===== config.mk =====
export PLATFORM = sky130hd
export DESIGN_NAME = aes_data_out_fifo
export DESIGN_NICKNAME = d
export VERILOG_FILES = /design/src/rtl/aes_data_out_fifo.sv
export SDC_FILE = /design/constraint.sdc
export NUM_CORES = 1
export LEC_CHECK = 0
export ABC_CLOCK_PERIOD_IN_PS = 12500
export BUFFER_PORTS_ARGS = -buffer_cell sky130_fd_sc_hd__buf_2
export CAP_MARGIN = 0
export CORE_ASPECT_RATIO = 0.7
export CORE_UTILIZATION = 56
export CTS_CLUSTER_DIAMETER = 50
export DETAILED_ROUTE_END_ITERATION = 10
export PLACE_DENSITY = 0.85
export SETUP_SLACK_MARGIN = 0.2
export SLEW_MARGIN = 40
export SYNTH_ARGS = -nofsm -noshare
export SYNTH_HDL_FRONTEND = slang
export SYNTH_SLANG_ARGS = --single-unit
export TNS_END_PERCENT = 30

===== constraint.sdc =====
create_clock -name clk -period 12.5 [get_ports clk]
set_input_delay 0 -clock clk [delete_from_list [all_inputs] [get_ports clk]]
set_output_delay 0 -clock clk [all_outputs]
set_load 0.01 [all_outputs]

===== src/rtl/aes_data_out_fifo.sv =====
// -----------------------------------------------------------------------------
// aes_data_out_fifo
//
// Output-side buffer of the AES256 core, facing the host. Whole 128-bit
// blocks arrive from the core datapath over a valid/ready handshake. They are
// stored in BLK_DEPTH block slots and handed to the host as four 32-bit words,
// most significant word first. The host side is first-word-fall-through: the
// head word is always present on data_out, and rd_fifo pops it.
//
// Ports:
//   clk            clock, all logic on the rising edge
//   resetn         synchronous, active-low reset
//   blk_in         block from the core; bits [127:96] are word 0
//   blk_valid      core presents a block on blk_in
//   blk_ready      a free block slot exists (depends only on registered state)
//   rd_fifo        host pops the current head word
//   data_out       current head word, 32'h0 while empty
//   empty_fifo     no words available
//   full_fifo      all BLK_DEPTH slots occupied
//   word_count     words available, 0..4*BLK_DEPTH
//   last_word      head word is word 3 of its block
//   underflow_err  sticky: rd_fifo was asserted while empty, cleared by reset
//
// Parameters:
//   BLK_DEPTH      number of 128-bit block slots, power of 2, minimum 2
//   CNT_W          width of word_count, 2**CNT_W > 4*BLK_DEPTH
// -----------------------------------------------------------------------------
module aes_data_out_fifo #(
  parameter int BLK_DEPTH = 2,
  parameter int CNT_W     = 4
) (
  input  logic             clk,
  input  logic             resetn,
  input  logic [127:0]     blk_in,
  input  logic             blk_valid,
  output logic             blk_ready,
  input  logic             rd_fifo,
  output logic [31:0]      data_out,
  output logic             empty_fifo,
  output logic             full_fifo,
  output logic [CNT_W-1:0] word_count,
  output logic             last_word,
  output logic             underflow_err
);

  localparam int PTR_W  = (BLK_DEPTH > 1) ? $clog2(BLK_DEPTH) : 1;
  localparam int BCNT_W = $clog2(BLK_DEPTH + 1);

  // ---------------------------------------------------------------------------
  // Helper functions
  // ---------------------------------------------------------------------------

  // Advance a block pointer, wrapping back to slot 0 after the last slot.
  function automatic logic [PTR_W-1:0] ptr_inc(input logic [PTR_W-1:0] ptr);
    logic [PTR_W-1:0] res;
    if (ptr == PTR_W'(BLK_DEPTH - 1)) begin
      res = {PTR_W{1'b0}};
    end else begin
      res = ptr + PTR_W'(1);
    end
    return res;
  endfunction

  // Pick one 32-bit word out of a block; word 0 is the most significant.
  function automatic logic [31:0] sel_word(input logic [127:0] blk,
                                           input logic [1:0]   idx);
    logic [31:0] res;
    case (idx)
      2'd0:    res = blk[127:96];
      2'd1:    res = blk[95:64];
      2'd2:    res = blk[63:32];
      2'd3:    res = blk[31:0];
      default: res = 32'h0000_0000;
    endcase
    return res;
  endfunction

  // ---------------------------------------------------------------------------
  // State
  // ---------------------------------------------------------------------------
  logic [127:0]      storage_r [BLK_DEPTH];
  logic [PTR_W-1:0]  wr_ptr_r;
  logic [PTR_W-1:0]  rd_ptr_r;
  logic [1:0]        word_idx_r;
  logic [BCNT_W-1:0] blk_count_r;
  logic              underflow_r;

  logic [PTR_W-1:0]  wr_ptr_nxt_s;
  logic [PTR_W-1:0]  rd_ptr_nxt_s;
  logic [1:0]        word_idx_nxt_s;
  logic [BCNT_W-1:0] blk_count_nxt_s;
  logic              underflow_nxt_s;

  logic              empty_s;
  logic              full_s;
  logic              accept_s;
  logic              pop_s;
  logic              pop_last_s;
  logic [CNT_W-1:0]  wc_blk_s;
  logic [CNT_W-1:0]  wc_idx_s;

  // ---------------------------------------------------------------------------
  // Status and handshake decode, all from registered state
  // ---------------------------------------------------------------------------

  // Derive empty/full, the accept/pop qualifiers and the word count.
  always_comb begin
    empty_s    = (blk_count_r == {BCNT_W{1'b0}});
    full_s     = (blk_count_r == BCNT_W'(BLK_DEPTH));
    // blk_ready is a pure function of blk_count_r, so accept never sees a
    // same-cycle slot freed by a pop.
    accept_s   = blk_valid && !full_s;
    pop_s      = rd_fifo && !empty_s;
    pop_last_s = pop_s && (word_idx_r == 2'd3);
    // Words still held = all words of stored blocks minus those already
    // popped from the head block.
    wc_blk_s   = CNT_W'({blk_count_r, 2'b00});
    wc_idx_s   = CNT_W'(word_idx_r);
  end

  // ---------------------------------------------------------------------------
  // Next-state logic
  // ---------------------------------------------------------------------------

  // Compute pointer, word index, block count and sticky error updates.
  always_comb begin
    wr_ptr_nxt_s    = wr_ptr_r;
    rd_ptr_nxt_s    = rd_ptr_r;
    word_idx_nxt_s  = word_idx_r;
    blk_count_nxt_s = blk_count_r;
    underflow_nxt_s = underflow_r;

    if (accept_s) begin
      wr_ptr_nxt_s = ptr_inc(wr_ptr_r);
    end else begin
      wr_ptr_nxt_s = wr_ptr_r;
    end

    if (pop_last_s) begin
      word_idx_nxt_s = 2'd0;
      rd_ptr_nxt_s   = ptr_inc(rd_ptr_r);
    end else if (pop_s) begin
      word_idx_nxt_s = word_idx_r + 2'd1;
      rd_ptr_nxt_s   = rd_ptr_r;
    end else begin
      word_idx_nxt_s = word_idx_r;
      rd_ptr_nxt_s   = rd_ptr_r;
    end

    // A block arriving in the same cycle the head block retires leaves the
    // count unchanged.
    case ({accept_s, pop_last_s})
      2'b10:   blk_count_nxt_s = blk_count_r + BCNT_W'(1);
      2'b01:   blk_count_nxt_s = blk_count_r - BCNT_W'(1);
      default: blk_count_nxt_s = blk_count_r;
    endcase

    if (rd_fifo && empty_s) begin
      underflow_nxt_s = 1'b1;
    end else begin
      underflow_nxt_s = underflow_r;
    end
  end

  // ---------------------------------------------------------------------------
  // Registers
  // ---------------------------------------------------------------------------

  // Control state register with synchronous active-low reset.
  always_ff @(posedge clk) begin
    if (!resetn) begin
      wr_ptr_r    <= {PTR_W{1'b0}};
      rd_ptr_r    <= {PTR_W{1'b0}};
      word_idx_r  <= 2'd0;
      blk_count_r <= {BCNT_W{1'b0}};
      underflow_r <= 1'b0;
    end else begin
      wr_ptr_r    <= wr_ptr_nxt_s;
      rd_ptr_r    <= rd_ptr_nxt_s;
      word_idx_r  <= word_idx_nxt_s;
      blk_count_r <= blk_count_nxt_s;
      underflow_r <= underflow_nxt_s;
    end
  end

  // Block storage; not reset, written only on an accepted handshake outside
  // of reset so a handshake in the reset cycle leaves no trace.
  always_ff @(posedge clk) begin
    if (resetn && accept_s) begin
      storage_r[wr_ptr_r] <= blk_in;
    end
  end

  // ---------------------------------------------------------------------------
  // Outputs
  // ---------------------------------------------------------------------------

  // Drive the host-facing status and FWFT head word.
  always_comb begin
    blk_ready     = !full_s;
    empty_fifo    = empty_s;
    full_fifo     = full_s;
    word_count    = wc_blk_s - wc_idx_s;
    last_word     = !empty_s && (word_idx_r == 2'd3);
    underflow_err = underflow_r;
    if (empty_s) begin
      data_out = 32'h0000_0000;
    end else begin
      data_out = sel_word(storage_r[rd_ptr_r], word_idx_r);
    end
  end

endmodule


==> impl_metrics.env, run 1 <==
export IMPL_cp_required_ns=12.50
export IMPL_cp_top_family="buffers and inverters"
export IMPL_finalNetCount=1047
export IMPL_cp_data_arrival_time_ns=2.78
export IMPL_cts_sinks=264
export IMPL_reg2reg_from="blk_count_r[0]$_SDFFE_PN0P_"
export IMPL_routedWlPerCell_microns=21.4
export IMPL_cts_root_buffer="clkbuf_16"
export IMPL_holdPathStages=2
export IMPL_p_per_area_nw_per_um2=148
export IMPL_ys_seq_area_share_pct=77.7
export IMPL_synth_area_leaders="edfxtp_1 76%, a22oi_1 4.8%, mux2i_1 3.2%"
export IMPL_dr_pass1_iters=6
export IMPL_swShare_pct=21.6
export IMPL_die_x_microns=163
export IMPL_holdPathEnd="storage_r[1][10]$_DFFE_PP_"
export IMPL_tns_ns=0
export IMPL_ys_ff_latch=264
export IMPL_htreeDepth=1
export IMPL_drive_above_1_share_pct=24.6
export IMPL_place_inst=981
export IMPL_clock_tree_buffer_depth=3
export IMPL_io_pins=173
export IMPL_skew_ns=0.0184
export IMPL_cts_buffers=24
export IMPL_hold_violations=0
export IMPL_synth_top_family_by_area="compound AO/OA/AOI/OAI gates"
export IMPL_syn2layout_area_growth_pct=31.6
export IMPL_detail_route_antenna_nets=0
export IMPL_peakVddDrop_mv=0.123
export IMPL_grt_overflow=0
export IMPL_r2r_end="storage_r[0][42]$_DFFE_PP_"
export IMPL_synthAdderAreaFrac_pct=0.619
export IMPL_rows=40
export IMPL_start_util_pct=58.0
export IMPL_pwr_share_clk_pct=38.0
export IMPL_r2r_setup_slack_ns=9.78
export IMPL_ys_warnings_count=0
export IMPL_reg2reg_depth=5
export IMPL_critPathLaunchType="flop"
export IMPL_slew_viol_final=0
export IMPL_avgSynthCellArea_sq_um=16.6
export IMPL_grt_total_usage_pct=26.9
export IMPL_synth_cell_type_count=32
export IMPL_synth_area_mux_share_pct=3.17
export IMPL_synth_area_sq_um=10100
export IMPL_port_buffers=172
export IMPL_fin_crit_sh_pct=22.2
export IMPL_mappedNetlistNets=745
export IMPL_setup_viol=0
export IMPL_grt_max_degree=69
export IMPL_rsz0062_at_grt="false"
export IMPL_tightest_slew_ns=0.805
export IMPL_synth_top_area_share_pct=76.1
export IMPL_viasPerCell=5.81
export IMPL_p_int_mw=1.54
export IMPL_drt_iter0_drc=668
export IMPL_fmax_mhz=360
export IMPL_cts_tree="built"
export IMPL_via_count=6726
export IMPL_drt_wl_total_microns=24800
export IMPL_hold_class="input pin to flop"
export IMPL_slew_headroom_pct=46.3
export IMPL_crit_fanout=67
export IMPL_utilization_pct=76.3
export IMPL_syn_inst=608
export IMPL_gp_congestion=0.803
export IMPL_core_region_area_sq_um=17400
export IMPL_power_mw=1.97
export IMPL_cpMaxStageDelayCell="buf_4"
export IMPL_dp_hpwl_microns=13400
export IMPL_synth_simple_area_share_pct=6.92
export IMPL_power_frac_comb_pct=10.0
export IMPL_p_leak_nw=4.66
export IMPL_clk_latency_ns=0.51
export IMPL_drv_cap=0
export IMPL_cp_slowest_stage_delay_ns=0.63
export IMPL_die_area_sq_um=18600
export IMPL_drc=0
export IMPL_worstHoldStart="blk_in[10]"
export IMPL_synth_top_cell_by_area="edfxtp_1"
export IMPL_finalCriticalPeriod_ns=2.78
export IMPL_crit_chain="ha_2 -> buf_4 -> a22oi_1 -> a32oi_1 -> and3_1 -> buf_2"
export IMPL_antenna_found_initial=1
export IMPL_setup_worst_path_start="word_idx_r[0]$_SDFFE_PP0P_"
export IMPL_synth_compound_area_share_pct=8.07
export IMPL_path_buf_inv=2
export IMPL_die_height_microns=114
export IMPL_instances_no_fill=1158
export IMPL_grt_pass1_vias=6963
export IMPL_grt_pass1_wl_microns=37200
export IMPL_synthXorXnorAreaFrac_pct=0.433
export IMPL_endpoint_kind="primary output"
export IMPL_power_switching_uw=424
export IMPL_power_frac_seq_pct=52.0
export IMPL_critPathKind="flop to primary output"
export IMPL_clk_pin_slew_ns=0.07
export IMPL_status="finished clean"
## worst max-delay path by stage
stage	to	slack, ns	cells past startpoint
after CTS	storage_r[1][12]$_DFFE_PP_	9.58	5
final	data_out[24]	9.72	6
after global routing	storage_r[0][32]$_DFFE_PP_	9.62	5
after detailed placement	storage_r[0][32]$_DFFE_PP_	9.60	5
after floorplan	storage_r[0][0]$_DFFE_PP_	2.31	4
after global placement	storage_r[1][32]$_DFFE_PP_	9.72	5
## cell type report
class                   count  area, sq um
clock buffers              30          644
well taps                 231          289
repair buffers            319         2350
flip-flops and latches    264         7850
fillers                   975         4120
inverters                   7         26.3
clock inverters            12          155
multi-input cells         294         1980
diodes                      1         2.50
## metal layers
metal  share of wire [%]  global-route usage [%]  up-vias
met2                  50                    48.1      371
met3                 8.2                    4.45       67
met4                 3.1                    7.91        0
li1                    -                       -     3005
met1                  38                    34.0     3283
met5                   0                       0        -
## cells in the final DEF, fill, tap and decap left out, drive strengths merged
master       instances
a21oi                6
inv                  6
or3                  2
dlygate4sd3        133
buf                186
mux2i               32
nand3               33
nor3                 2
ha                   5
or2                  1
clkinv               9
and2                 1
xor2                 3
a32oi               32
a21o                 1
nor2                 5
or3b                 1
dfxtp                8
clkbuf              30
nor2b                1
nand2               67
bufinv               4
nand2b               1
diode                1
and3                32
edfxtp             256
xnor2                2
o211ai               1
o21ai                2
a22oi               64
## per-stage QoR
step | setup WS (ns) | hold WS [ns] | cell area [sq um]
after CTS | 9.58 | 0.190 | 13300
after detailed placement | 9.60 | 0.192 | 11100
final | 9.72 | 0.212 | 13300
after floorplan | 2.31 | 0.0989 | 10100
after global routing | 9.62 | 0.211 | 13300
after global placement | 9.72 | 0.187 | 11100
## synth_stat cells, drive strengths merged
cell type  count
a21o           1
a21oi          6
a22oi         64
a32oi         32
and2           1
and3          32
buf           32
clkbuf        11
clkinv         1
dfxtp          8
edfxtp       256
ha             5
inv            6
mux2i         32
nand2         67
nand2b         1
nand3         33
nor2           5
nor2b          1
nor3           2
o211ai         1
o21ai          2
or2            1
or3            2
or3b           1
xnor2          2
xor2           3
## worst register-to-register path, cell delays in order, from the launching register on
cell      delay (ns)
dfxtp_1         0.51
nand2b_1        0.24
nand2_1         0.14
nor3_2          0.14
buf_4           0.67
buf_6           0.60
## sequential cells by signal, summed over array words and instances (netlist names), named ones only
signal         count
storage_r        256
blk_count_r        2
word_idx_r         2
rd_ptr_r           1
underflow_err      1
wr_ptr_r           1
## power groups by stage
stage / sequential, mW / combinational [mW] / clock, mW
floorplan: 1.05 / 0.0818 / 0
global placement: 1.04 / 0.148 / 0
detailed placement: 1.04 / 0.158 / 0
CTS: 1.02 / 0.193 / 0.751
global route: 1.02 / 0.211 / 0.790
finish: 1.02 / 0.198 / 0.747
## repair_timing
item	CTS	global route
hold endpoints to repair	264	0
buffers inserted	0	0
hold buffers	133	0
resized for setup	0	0
## kinds of logic after synthesis
| logic type | count (synthesis) |
|---|---|
| buf+inv | 50 |
| mux | 32 |
| compound gates | 106 |
| fa+ha+maj | 5 |
| xor+xnor | 5 |
| simple gates | 146 |
| flops | 264 |
No activity file was read; power rests on OpenSTA's default activity.
==> run 2: changes to the inputs <==
--- a/config.mk
+++ b/config.mk
@@ -5,14 +5,14 @@
 export SDC_FILE = /design/constraint.sdc
 export NUM_CORES = 1
 export LEC_CHECK = 0
-export ABC_CLOCK_PERIOD_IN_PS = 12500
+export ABC_CLOCK_PERIOD_IN_PS = 2400
 export BUFFER_PORTS_ARGS = -buffer_cell sky130_fd_sc_hd__buf_2
 export CAP_MARGIN = 0
 export CORE_ASPECT_RATIO = 0.7
-export CORE_UTILIZATION = 56
+export CORE_UTILIZATION = 50
 export CTS_CLUSTER_DIAMETER = 50
 export DETAILED_ROUTE_END_ITERATION = 10
-export PLACE_DENSITY = 0.85
+export PLACE_DENSITY = 0.8
 export SETUP_SLACK_MARGIN = 0.2
 export SLEW_MARGIN = 40
 export SYNTH_ARGS = -nofsm -noshare
==> constraint.sdc (replaced) <==
create_clock -name clk -period 2.4 [get_ports clk]
set_input_delay 0 -clock clk [delete_from_list [all_inputs] [get_ports clk]]
set_output_delay 0 -clock clk [all_outputs]
set_load 0.01 [all_outputs]
==> run 2 against run 1 <==
Wire length is 6.5% higher. Register-to-register slack got worse by 9.3 ns. Clock power rose to 5.0 times the previous value. Critical path type unchanged. Largest cell class unchanged.
==> impl_metrics.env, run 2 (synthesis results as in run 1) <==
export IMPL_busiest_layer="met2"
export IMPL_critPathLaunchType="flop"
export IMPL_start_util_pct=51.0
export IMPL_cts_sinks=264
export IMPL_cpMaxStageDelayCell="dfxtp_4"
export IMPL_port_buffers=172
export IMPL_grt_pass1_vias=7033
export IMPL_slew_viol_final=0
export IMPL_endpoint_kind="primary output"
export IMPL_via_count=6875
export IMPL_clock_tree_buffer_depth=3
export IMPL_fmax_mhz=466
export IMPL_viasPerCell=5.67
export IMPL_drt_wl_total_microns=26400
export IMPL_hold_class="input pin to flop"
export IMPL_final_common_cell="edfxtp_1"
export IMPL_fin_crit_sh_pct=89.4
export IMPL_syn2layout_area_growth_pct=34.5
export IMPL_clk_latency_ns=0.52
export IMPL_critPathKind="flop to primary output"
export IMPL_grt_use_met1_pct=31.8
export IMPL_antenna_found_initial=1
export IMPL_grt_overflow=0
export IMPL_cts_root_buffer="clkbuf_16"
export IMPL_hold_violations=0
export IMPL_drv_cap=0
export IMPL_drive_above_1_share_pct=26.7
export IMPL_grt_max_degree=73
export IMPL_skew_ns=0.0111
export IMPL_largest_register="storage_r"
export IMPL_status="finished clean"
export IMPL_core_region_area_sq_um=19800
export IMPL_cp_data_arrival_time_ns=2.15
export IMPL_crit_chain="inv_1 -> ha_2 -> nor2b_4 -> buf_4 -> nand3_1 -> and3_1 -> buf_2"
export IMPL_use_met3_pct=4.21
export IMPL_grt_total_usage_pct=24.8
export IMPL_routedWlPerCell_microns=21.8
export IMPL_io_pins=173
export IMPL_tightest_slew_ns=0.440
export IMPL_rows=43
export IMPL_finalNetCount=1058
export IMPL_reg_top3="storage_r (256), blk_count_r (2), word_idx_r (2)"
export IMPL_drt_iter0_drc=623
export IMPL_dr_pass1_iters=5
export IMPL_finalCriticalPeriod_ns=2.15
export IMPL_dp_hpwl_microns=13400
export IMPL_clk_pin_slew_ns=0.06
export IMPL_crit_fanout=15
export IMPL_place_ws_ns=0.576
export IMPL_place_inst=1027
export IMPL_rsz0062_at_grt="true"
export IMPL_multi_input_area_sq_um=2060
export IMPL_instances_no_fill=1212
export IMPL_p_per_area_nw_per_um2=744
export IMPL_htreeDepth=1
export IMPL_die_height_microns=121
export IMPL_setup_slack_ns=0.254
export IMPL_p_leak_nw=4.74
export IMPL_cts_buffers=26
export IMPL_gp_congestion=0.755
export IMPL_cts_tree="built"
export IMPL_grt_pass1_wl_microns=38000
export IMPL_cp_slowest_stage_delay_ns=0.38
export IMPL_drc=0
export IMPL_slew_headroom_pct=70.6
export IMPL_peakVddDrop_mv=0.647
export IMPL_die_x_microns=172
export IMPL_ff_latch_area_sq_um=7860
export IMPL_cp_required_ns=2.40
export IMPL_detail_route_antenna_nets=0
export IMPL_nFillCells=1317
export IMPL_die_area_sq_um=20800
export IMPL_cts_setup_buffers=0
export IMPL_gr_usage_met2_pct=42.8
export IMPL_final_cell_mix="256 x edfxtp_1, 172 x buf_2, 133 x dlygate4sd3_1"
export IMPL_largest_reg_flops=256
export IMPL_setup_viol=0
run 2: cell types whose count changed in the layout (fill, tap and decap cells not counted), moves of 3 or more:
cell and delta:
clkbuf_16 +4, a22oi_2 +9, dfxtp_1 -3, a22oi_1 -9, buf_12 +7, clkinv_1 +3
bufinv_16 -4
run 2: stage by stage:
step | setup TNS [ns] | instance area, sq um | util (%) | hold slack (ns) | power [mW]
after global routing | 0 | 13600 | 68.6 | 0.190 | 10.4
final | 0 | 13600 | 68.6 | 0.198 | 10.1
after CTS | 0 | 13400 | 67.9 | 0.175 | 10.1
after global placement | 0 | 11300 | 57.0 | 0.188 | 6.23
after floorplan | -447.46 | 10100 | - | 0.0989 | 5.86
after detailed placement | 0 | 11300 | 57.0 | 0.191 | 6.26
run 2: final cells by class:
class	count	area share, %
Antenna cell	2	0.0368
Clock buffer	34	5.17
Clock inverter	13	0.460
Inverter	7	0.193
Multi-Input combinational cell	294	15.2
Sequential cell	264	57.8
Tap cell	270	2.49
Timing Repair Buffer	328	18.7
run 2: worst paths after layout:
| path | start | to | slack, ns | depth (start not counted) |
|---|---|---|---|---|
| setup / recovery | word_idx_r[0]$_SDFFE_PP0P_ | data_out[9] | 0.25 | 7 |
| hold / removal | blk_in[93] | storage_r[0][93]$_DFFE_PP_ | 0.20 | 2 |
| setup reg to reg | blk_count_r[1]$_SDFFE_PN0P_ | underflow_err$_SDFFE_PN0P_ | 0.47 | 6 |
| hold reg to reg | rd_ptr_r$_SDFFE_PN0P_ | rd_ptr_r$_SDFFE_PN0P_ | 0.50 | 2 |
run 2: layer usage:
metal | vias up | wire [microns]
li1 | 3033 | -
met4 | 0 | 798
met3 | 70 | 2040
met2 | 384 | 13000
met1 | 3388 | 10600
met5 | - | 0
run 2: where the power goes:
group          internal [mW]  switching, mW  leakage (nW)  total [mW]
clock                   2.05           1.64         0.372        3.70
combinational          0.479          0.596          1.95        1.08
sequential              5.27         0.0636          2.42        5.33
run 2: worst max-delay path: cells and delay by family, from the launching register on:
kind | cells | cell delay [ns]
buffers and inverters | 3 | 0.50
and+or+nand+nor | 3 | 0.49
DFF | 1 | 0.38
adders and majority gates | 1 | 0.25
run 2: timing repair:
item                                   in CTS  in global routing
setup endpoints to repair                  24                 32
gates cloned                                1                  2
endpoints found under the hold margin     264                  0
pin swaps                                   0                  2
hold buffers                              133                  0
resized for setup                           7                 22
==> run 3: changes to the inputs <==
--- a/config.mk
+++ b/config.mk
@@ -5,10 +5,9 @@
 export SDC_FILE = /design/constraint.sdc
 export NUM_CORES = 1
 export LEC_CHECK = 0
-export ABC_CLOCK_PERIOD_IN_PS = 2400
 export BUFFER_PORTS_ARGS = -buffer_cell sky130_fd_sc_hd__buf_2
 export CAP_MARGIN = 0
-export CORE_ASPECT_RATIO = 0.7
+export CORE_ASPECT_RATIO = 1.1
 export CORE_UTILIZATION = 50
 export CTS_CLUSTER_DIAMETER = 50
 export DETAILED_ROUTE_END_ITERATION = 10
==> run 3 against run 2 <==
Final cell count shrank 0.74%. Largest cell class unchanged. Register-to-register slack better by 0.04 ns. Die area is essentially flat. Total power increased by 5.2%. Critical path type unchanged. Utilization rose by 0.94 points. Fmax is 0.70% lower. Wire length fell by 2.4%. Sequential cell count did not move. Critical endpoint is now data_out[4]. Via count unchanged. Hold slack lost 0.0013 ns.
==> impl_metrics.env, run 3 (synthesis results as in run 1) <==
export IMPL_swShare_pct=22.2
export IMPL_setup_viol=0
export IMPL_clk_latency_ns=0.53
export IMPL_placed_cell_area_sq_um=11300
export IMPL_largest_register="storage_r"
export IMPL_finalCriticalPeriod_ns=2.16
export IMPL_pwr_share_clk_pct=39.5
export IMPL_antenna_found_initial=5
export IMPL_clk_pin_slew_ns=0.06
export IMPL_port_buffers=172
export IMPL_crit_fanout=32
export IMPL_gp_congestion=0.778
export IMPL_power_switching_mw=2.36
export IMPL_instances_no_fill=1203
export IMPL_dp_hpwl_microns=13500
export IMPL_fin_area_sq_um=13800
export IMPL_dr_pass1_iters=5
export IMPL_power_frac_comb_pct=10.4
export IMPL_multi_input_area_sq_um=2060
export IMPL_final_cell_mix="256 x edfxtp_1, 172 x buf_2, 133 x dlygate4sd3_1"
export IMPL_nFillCells=1220
export IMPL_die_x_microns=138
export IMPL_drt_iter0_drc=457
export IMPL_final_common_cell="edfxtp_1"
export IMPL_die_area_sq_um=20800
export IMPL_critPathLaunchType="flop"
export IMPL_finalNetCount=1063
export IMPL_syn2layout_area_growth_pct=36.3
export IMPL_slew_headroom_pct=72.5
export IMPL_via_count=6875
export IMPL_rsz0062_at_grt="true"
export IMPL_place_inst=1010
export IMPL_rows=54
export IMPL_ff_latch_area_sq_um=7860
export IMPL_drt_wl_total_microns=25800
export IMPL_grt_overflow=0
export IMPL_grt_pass1_vias=7082
export IMPL_slew_viol_final=0
export IMPL_cts_sinks=264
export IMPL_power_frac_seq_pct=50.1
export IMPL_cts_root_buffer="clkbuf_16"
export IMPL_grt_pass1_wl_microns=37600
export IMPL_die_height_microns=151
export IMPL_endpoint_kind="primary output"
export IMPL_start_util_pct=51.0
export IMPL_drv_cap=0
export IMPL_fin_crit_sh_pct=90.0
export IMPL_p_leak_nw=4.84
export IMPL_drive_above_1_share_pct=27.5
export IMPL_reg_top3="storage_r (256), blk_count_r (2), word_idx_r (2)"
export IMPL_status="finished clean"
export IMPL_grt_max_degree=73
export IMPL_viasPerCell=5.71
export IMPL_grt_total_usage_pct=24.5
export IMPL_critPathKind="flop to primary output"
export IMPL_routedWlPerCell_microns=21.4
export IMPL_largest_reg_flops=256
export IMPL_cp_data_arrival_time_ns=2.16
export IMPL_cp_required_ns=2.40
export IMPL_core_region_area_sq_um=19800
export IMPL_detail_route_antenna_nets=0
export IMPL_cts_buffers=27
export IMPL_p_per_area_nw_per_um2=772
export IMPL_cts_tree="built"
export IMPL_clock_tree_buffer_depth=3
export IMPL_utilization_pct=69.6
export IMPL_fmax_mhz=463
export IMPL_io_pins=173
export IMPL_hold_class="input pin to flop"
export IMPL_drc=0
export IMPL_skew_ns=0.00970
export IMPL_p_int_mw=8.27
export IMPL_hold_violations=0
export IMPL_htreeDepth=1
export IMPL_peakVddDrop_mv=0.764
export IMPL_tightest_slew_ns=0.413
[run 3: cell count changes in the layout (fill, tap and decap cells not counted), sizes merged]
cell and change:
bufinv +4, inv +2, bufbuf +2, clkbuf -6, diode +3, buf +3
clkinv +1
[run 3: worst max-delay path, stage by stage, from the launching register on]
cell	delay, ns
dfxtp_4	0.38
inv_2	0.12
ha_4	0.20
buf_12	0.20
a22oi_1	0.11
a32oi_1	0.26
and3_1	0.22
buf_2	0.13
[run 3: power by group through the flow]
stage	Clock [mW]	Sequential (mW)	Combinational, mW
5_1_grt	4.41	5.34	1.18
6_report	4.20	5.33	1.10
3_5_place_dp	0	5.42	0.838
3_3_place_gp	0	5.41	0.818
2_1_floorplan	0	5.42	0.436
4_1_cts	4.22	5.32	1.07
[run 3: cell type report]
| type | count | share of cell area (%) |
|---|---|---|
| repair buffers | 332 | 18.9 |
| well taps | 252 | 2.29 |
| inverters | 7 | 0.191 |
| diodes | 5 | 0.0908 |
| multi-input cells | 294 | 15.0 |
| clock buffers | 29 | 4.96 |
| clock inverters | 20 | 1.54 |
| flip-flops and latches | 264 | 57.0 |
[run 3: path summary, 6_finish.rpt]
check / start / endpoint / slack [ns] / cells after the start
min reg2reg: rd_ptr_r$_SDFFE_PN0P_ / flop / 0.51 / 2
min: blk_in[71] / storage_r[0][71]$_DFFE_PP_ / 0.20 / 2
max: word_idx_r[0]$_SDFFE_PP0P_ / data_out[4] / 0.24 / 7
max reg2reg: blk_count_r[1]$_SDFFE_PN0P_ / underflow_err$_SDFFE_PN0P_ / 0.51 / 6
[run 3: routing by layer]
metal / vias up / share of wire [%] / GRT usage [%] / wire length [microns]
met5: - / 0 / 0 / 0
met4: 0 / 2.9 / 10.4 / 751
met3: 67 / 7.7 / 4.35 / 2000
met2: 393 / 53 / 43.7 / 13700
met1: 3358 / 36 / 29.0 / 9340
li1: 3057 / - / - / -
[run 3: per-stage QoR]
stage	power [mW]	hold slack (ns)	worst slack [ns]	TNS, ns
after global routing	10.9	0.187	0.145	0
final	10.6	0.197	0.239	0
after CTS	10.6	0.167	0.209	0
after detailed placement	6.26	0.191	0.643	0
after floorplan	5.86	0.0989	-1.77	-447.46
after global placement	6.23	0.188	0.704	0
[run 3: what timing repair did]
action                                 in CTS  in global routing
gates resized for setup                    26                  8
pin swaps                                   0                  6
cloned                                      2                  1
hold buffers                              133                  0
setup buffers                               0                  3
endpoints found under the hold margin     264                  0
setup endpoints to repair                  32                 20
